===== config.mk =====
export PLATFORM = sky130hd
export DESIGN_NAME = tick_gen_phased
export DESIGN_NICKNAME = d
export VERILOG_FILES = /design/src/rtl/tick_pkg.sv /design/src/rtl/tick_gen_phased.sv
export SDC_FILE = /design/constraint.sdc
export NUM_CORES = 1
export LEC_CHECK = 0
export ABC_CLOCK_PERIOD_IN_PS = 7500
export CAP_MARGIN = 20
export CELL_PAD_IN_SITES_DETAIL_PLACEMENT = 0
export CELL_PAD_IN_SITES_GLOBAL_PLACEMENT = 1
export CORE_ASPECT_RATIO = 2
export CORE_MARGIN = 2
export CORE_UTILIZATION = 35
export CTS_CLUSTER_DIAMETER = 120
export DETAILED_ROUTE_END_ITERATION = 6
export GPL_TIMING_DRIVEN = 0
export HOLD_SLACK_MARGIN = 0.06
export PLACE_DENSITY_LB_ADDON = 0.08
export SKIP_CTS_REPAIR_TIMING = 1
export SYNTH_ARGS = -nofsm -noshare
export SYNTH_HDL_FRONTEND = slang
export SYNTH_SLANG_ARGS = --single-unit

===== constraint.sdc =====
create_clock -name clk -period 7.5 [get_ports clk]
set_input_delay 1.125 -clock clk [delete_from_list [all_inputs] [get_ports clk]]
set_output_delay 1.125 -clock clk [all_outputs]
set_load 0.005 [all_outputs]

===== src/rtl/tick_pkg.sv =====
// Shared definitions for the phased tick generator.
// FSM state encoding and default divisor / phase count.
package tick_pkg;

    typedef enum logic {
        IDLE = 1'b0,
        RUN  = 1'b1
    } state_t;

    localparam int TICK_DEF_DIV = 62;
    localparam int TICK_NPHASE  = 4;

endpackage


===== src/rtl/tick_gen_phased.sv =====
// Phased tick generator: NPHASE phase pulses per period,
// plus a period tick on the last phase. Divisor is shadowed.
module tick_gen_phased
    import tick_pkg::*;
#(
    parameter int DIV_W   = 16,
    parameter int NPHASE  = TICK_NPHASE,
    parameter int DEF_DIV = TICK_DEF_DIV,
    localparam int IW     = $clog2(NPHASE)
) (
    input  logic             clk,
    input  logic             reset_n,
    input  logic             en,
    input  logic             restart,
    input  logic [DIV_W-1:0] div,
    output logic             phase_tick,
    output logic [IW-1:0]    phase_idx,
    output logic             tick,
    output logic             busy
);

    localparam logic [IW-1:0] LAST = IW'(NPHASE - 1);

    state_t state;
    state_t nxt;

    logic [DIV_W-1:0] div_act;
    logic [DIV_W-1:0] cnt;
    logic [DIV_W-1:0] d_eff;
    logic [IW-1:0]    pidx;
    logic             start;
    logic             run;
    logic             term;

    // A zero divisor behaves as one clock per phase.
    assign d_eff = (div_act == '0) ? DIV_W'(1) : div_act;
    assign term  = (cnt == d_eff - DIV_W'(1));
    assign start = (state == IDLE) && en;
    assign run   = (state == RUN) && en;

    // State register.
    always_ff @(posedge clk or negedge reset_n) begin
        if (!reset_n) state <= IDLE;
        else          state <= nxt;
    end

    // Next-state: enable alone moves between IDLE and RUN.
    always_comb begin
        nxt = state;
        unique case (state)
            IDLE: if (en)  nxt = RUN;
            RUN:  if (!en) nxt = IDLE;
            default: nxt = IDLE;
        endcase
    end

    // Phase counter, shadow divisor and registered pulse outputs.
    always_ff @(posedge clk or negedge reset_n) begin
        if (!reset_n) begin
            cnt        <= '0;
            pidx       <= '0;
            div_act    <= DIV_W'(DEF_DIV);
            phase_tick <= 1'b0;
            phase_idx  <= '0;
            tick       <= 1'b0;
            busy       <= 1'b0;
        end else begin
            phase_tick <= 1'b0;
            tick       <= 1'b0;
            busy       <= (nxt == RUN);
            if (start) begin
                cnt     <= '0;
                pidx    <= '0;
                div_act <= div;
            end else if (!run) begin
                cnt  <= '0;
                pidx <= '0;
            end else if (restart) begin
                // Restart wins over a coincident terminal count.
                cnt     <= '0;
                pidx    <= '0;
                div_act <= div;
            end else if (term) begin
                cnt        <= '0;
                phase_tick <= 1'b1;
                phase_idx  <= pidx;
                tick       <= (pidx == LAST);
                if (pidx == LAST) begin
                    pidx    <= '0;
                    div_act <= div;
                end else begin
                    pidx <= pidx + IW'(1);
                end
            end else begin
                cnt <= cnt + DIV_W'(1);
            end
        end
    end

endmodule


# Yosys cells after proc, flatten, opt, wreduce, memory -nomap -nowiden
# Cells that the tools add are included.
[op_classes] add_sub_neg=3 n_eq_ne=3 n_mux=24 bitwise=3 n_reduce_logical=8
[op_table] cell="two-way mux 16 bit" n=10
[op_table] cell="adder 16 x 1 -> 16 bit (second input constant)" n=1
[op_table] cell="equality test 16 bit" n=1
[op_table] cell="logical NOT 16 bit" n=1
[op_table] cell="subtractor 16 x 1 -> 16 bit (second input constant)" n=1
[op_table] cell="two-way mux 2 bit" n=5
[op_table] cell="two-way mux 1 bit" n=9
[op_table] cell="nonzero test 3 bit" n=2
[op_table] cell="inequality test 4 x 3 -> 1 bit (second input constant)" n=1
[op_table] cell="AND reduction 4 bit" n=1
[op_table] cell="NOT 1 bit" n=3
[op_table] cell="AND reduction 3 bit" n=1
[op_table] cell="adder 2 x 1 -> 2 bit (second input constant)" n=1
[op_table] cell="equality test 2 bit (second input constant)" n=1
[op_table] cell="logical AND 1 bit" n=2
[op_table] cell="nonzero test 2 bit" n=1
[word_totals] ff_bits=39 input_bits=20 output_inout_bits=5 word_cells=48

# Depth between registers and ports, before layout
[logic_depth] ltp_word=8 mapped_depth=14

# Worst setup path before layout
# OpenSTA, ideal clock, no wires.
[synth_path] kind="reg2reg" start="register div_act[2]" end="register phase_idx[0]" t_arrival_ps=3962 required_ps=7375 slack_ps=3413 stages_incl_launch_ff=14 path_cell_list="dfstp_2 -> buf_2 -> or4_1 -> buf_2 -> or4_4 -> and2_1 -> ha_1 -> xnor2_1 -> xnor2_1 -> a2111oi_0 -> nand3_1 -> or4b_4 -> or3_4 -> mux2_4"
[synth_via] elab_chain_cells=5
[synth_rtl] element="from (decl)" line_no="tick_gen_phased.sv:27" text="logic [DIV_W-1:0] div_act;"
[synth_rtl] element="from (signal assigned)" line_no="tick_gen_phased.sv:62" text="div_act <= DIV_W'(DEF_DIV);"
[synth_rtl] element="from (signal assigned)" line_no="tick_gen_phased.sv:74" text="div_act <= div;"
[synth_rtl] element="from (signal assigned)" line_no="tick_gen_phased.sv:82" text="div_act <= div;"
[synth_rtl] element="logical NOT 16 bit" line_no="tick_gen_phased.sv:36" text="assign d_eff = (div_act == '0) ? DIV_W'(1) : div_act;"
[synth_rtl] element="two-way mux 16 bit *" line_no="tick_gen_phased.sv:36"
[synth_rtl] element="subtractor 16 x 1 -> 16 bit *" line_no="tick_gen_phased.sv:37" text="assign term = (cnt == d_eff - DIV_W'(1));"
[synth_rtl] element="equality test 16 bit *" line_no="tick_gen_phased.sv:37"
[synth_rtl] element="AND reduction 4 bit (no line) *"
[synth_rtl] element="to (signal assigned)" line_no="tick_gen_phased.sv:86" text="phase_idx <= pidx;"
[synth_rtl] element="to (decl)" line_no="tick_gen_phased.sv:17" text="output logic [IW-1:0] phase_idx,"
# Mark *: on every way between the ends. The rest lies on a longest branch, timed or not.
# A chain may end at the register's enable or synchronous reset.

# Worst setup path in the final report
[layout_path] start="register div_act[2]" end="register phase_idx[1]"
# Same word-level chain as after synthesis.

==> results.yml <==
synthesis:
  synth-seq-area-share_pct: 41.9
  synthArstFlopShare_pct: 100
  synth_edf_count: 0
  ys_ff_latch: 39
  synth_warnings: 0
  synth_nets: 262
  synth_area_sq_mm: 0.00234
  synth_cells: 239
  synth_area_per_cell_sq_um: 9.81
  synthFlopType: "dfrtp_1"
  synth_cell_types: 44
timing:
  setup_violations: 0
  min_period_over_period_pct: 59.8
  tightest_slew_ns: 0.707
  slew_violations: 0
  slew_headroom_pct: 52.4
  rsz0062_at_grt: "false"
  finClkSkew_ns: 0.00574
  hold_viol: 0
  fmax_mhz: 223
  period_minus_slack_ns: 4.48
  setup_tns_ns: 0
  hold_ws_ns: 0.512
run:
  drv_cap: 0
hold_path:
  worst_hold_startpoint: "phase_idx[0]"
  hold_path_class: "flip-flop to flip-flop"
clocking:
  cts.sinks: 39
  cts-htree-levels: 2
  cts_max_path_buffers: 2
  path_clk_slew_ns: 0.06
  cts_made_buffers: 5
  cts_tree: "yes"
  clk_latency_ns: 0.28
  clock-root-buffer: "clkbuf_16"
grt:
  grt_first_pass_wirelength_um: 9160
  grt_max_degree: 24
  grt.total_usage_pct: 17.1
  antenna_found_initial: 0
  grt_pass1_vias: 1810
  globalRouteOverflowTotal: 0
worst_setup_path:
  end_kind: "flip-flop"
  critPathLaunch: "div_act[2]"
  r2r-start: "div_act[2]"
  arrival_ns: 4.65
  cp-start-kind: "flip-flop"
  critPathKind: "flip-flop to flip-flop"
  required_ns: 7.66
  cp_max_fo: 9
routing:
  first_pass_iters: 4
  drt-initial-drc-count: 57
  vias: 1819
  drc_errors: 0
  ant_nets: 0
  vias_per_cell: 5.05
  wl_um: 5660
  wire_per_inst_um: 15.7
floorplanning:
  die_area_sq_mm: 0.00741
  start_util_pct: 35.7
  rows: 42
  io_pins: 25
  die_height_um: 120
  die_w_um: 61.9
  core_region_area_sq_mm: 0.00657
final_layout:
  layout_commonest_cell: "dfrtp_1"
  finalNonFillerCells: 360
  syn2layout_area_growth_pct: 23.0
  utilization_pct: 43.9
  multi_input_area_sq_mm: 0.00129
  drive_above_1_share_pct: 16.5
  seq_area_sq_um: 982
  diodes: 0
  fill_cells: 667
  layout.nets: 294
  final_cell_mix: "dfrtp_1, nor2_1, clkdlybuf4s50_1"
place:
  place_congestion: 0.857
  hpwl_um: 4520
  dp.cells: 352
  io_buffers: 24
power:
  p_total_w: 0.000578
  pwr_density_cell_mw_per_mm2: 200
  peakVddDrop_mv: 0.130
  leakage_nw: 1.11
outcome:
  status: "finished clean"
[final timing paths]
kind                           endpoint  slack (ns)  depth (start not counted)
min in group asynchronous    div_act[8]        0.78                          1
max in group asynchronous    div_act[1]        6.19                          2
setup reg to reg           phase_idx[1]        3.02                         13
hold / removal             phase_idx[0]        0.51                          1
setup / recovery           phase_idx[1]        3.02                         13
hold reg to reg            phase_idx[0]        0.51                          1
[through the flow]
stage / area (sq um) / setup WS, ns
final: 2880 / 3.02
after global routing: 2880 / 2.67
after CTS: 2880 / 2.96
after detailed placement: 2710 / 2.97
after global placement: 2700 / 2.92
after floorplan: 2340 / 3.41
[layout make-up]
class | count | share of cell area (%)
clock inverters | 2 | 1.21
flip-flops and latches | 39 | 34.1
inverters | 6 | 0.781
multi-input cells | 183 | 44.8
clock buffers | 6 | 4.82
repair buffers | 25 | 8.85
well taps | 88 | 3.82
plain buffers | 11 | 1.65
[flip-flops by register name, indices dropped and copies added (netlist names)]
name,count
busy,1
cnt,16
div_act,16
phase_idx,2
phase_tick,1
pidx,2
tick,1
[synthesized netlist by cell type, types with 2 or more instances]
master | number | share of area, %
or4_1 | 5 | 1.6
nand3_1 | 11 | 2.3
dfrtp_1 | 34 | 36
or3_1 | 5 | 1.3
inv_1 | 6 | 0.96
nor3b_1 | 4 | 1.3
mux2_4 | 2 | 1.3
dfstp_2 | 5 | 5.6
nor2b_1 | 2 | 0.53
mux2_2 | 16 | 7.7
nor3_1 | 9 | 1.9
and2_1 | 3 | 0.80
a31oi_1 | 2 | 0.53
xnor2_1 | 16 | 6.0
xor2_1 | 16 | 6.0
nor2_1 | 31 | 5.0
nand4_1 | 7 | 1.9
buf_2 | 5 | 1.1
ha_1 | 3 | 1.6
nand2_1 | 12 | 1.9
nor4b_1 | 3 | 1.1
nor4_1 | 5 | 1.3
o21ai_0 | 6 | 1.3
a21oi_1 | 2 | 0.43
and4_1 | 2 | 0.75
mux2i_1 | 3 | 1.3
and3_1 | 2 | 0.53
clkbuf_1 | 6 | 0.96
[cell families (layout without fill, tap and decap cells)]
family	Yosys count	after routing	share of synthesized area (%)
compound gates	20	20	6.30
flops	39	39	41.9
buf+inv	17	50	2.99
xor+xnor	32	32	12.0
fa+ha+maj	3	3	1.60
simple gates	107	107	25.0
mux	21	21	10.2
[critical path, cell delays in order (launching register included)]
cell,delay (ns)
dfstp_2,0.35
buf_2,0.17
or4_1,0.46
buf_2,0.18
or4_4,0.55
and2_1,0.18
ha_1,0.24
xnor2_1,0.15
xnor2_1,0.13
a2111oi_0,0.55
nand3_1,0.16
or4b_4,0.53
or3_4,0.38
mux2_4,0.31
[power by group]
group	total (W)	internal [W]	switching (W)	leakage (nW)
registers	0.000238	0.000225	0.0000131	0.500
logic	0.0000922	0.0000450	0.0000472	0.524
clock network	0.000247	0.000165	0.0000822	0.0868
[routing by layer]
| metal | global-route usage [%] | part of all wire, % |
|---|---|---|
| met3 | 2.26 | 2.2 |
| met2 | 31.0 | 58 |
| met5 | 0 | 0 |
| met1 | 18.5 | 37 |
| met4 | 7.58 | 3.0 |
Power figures use the tool's default switching activity.
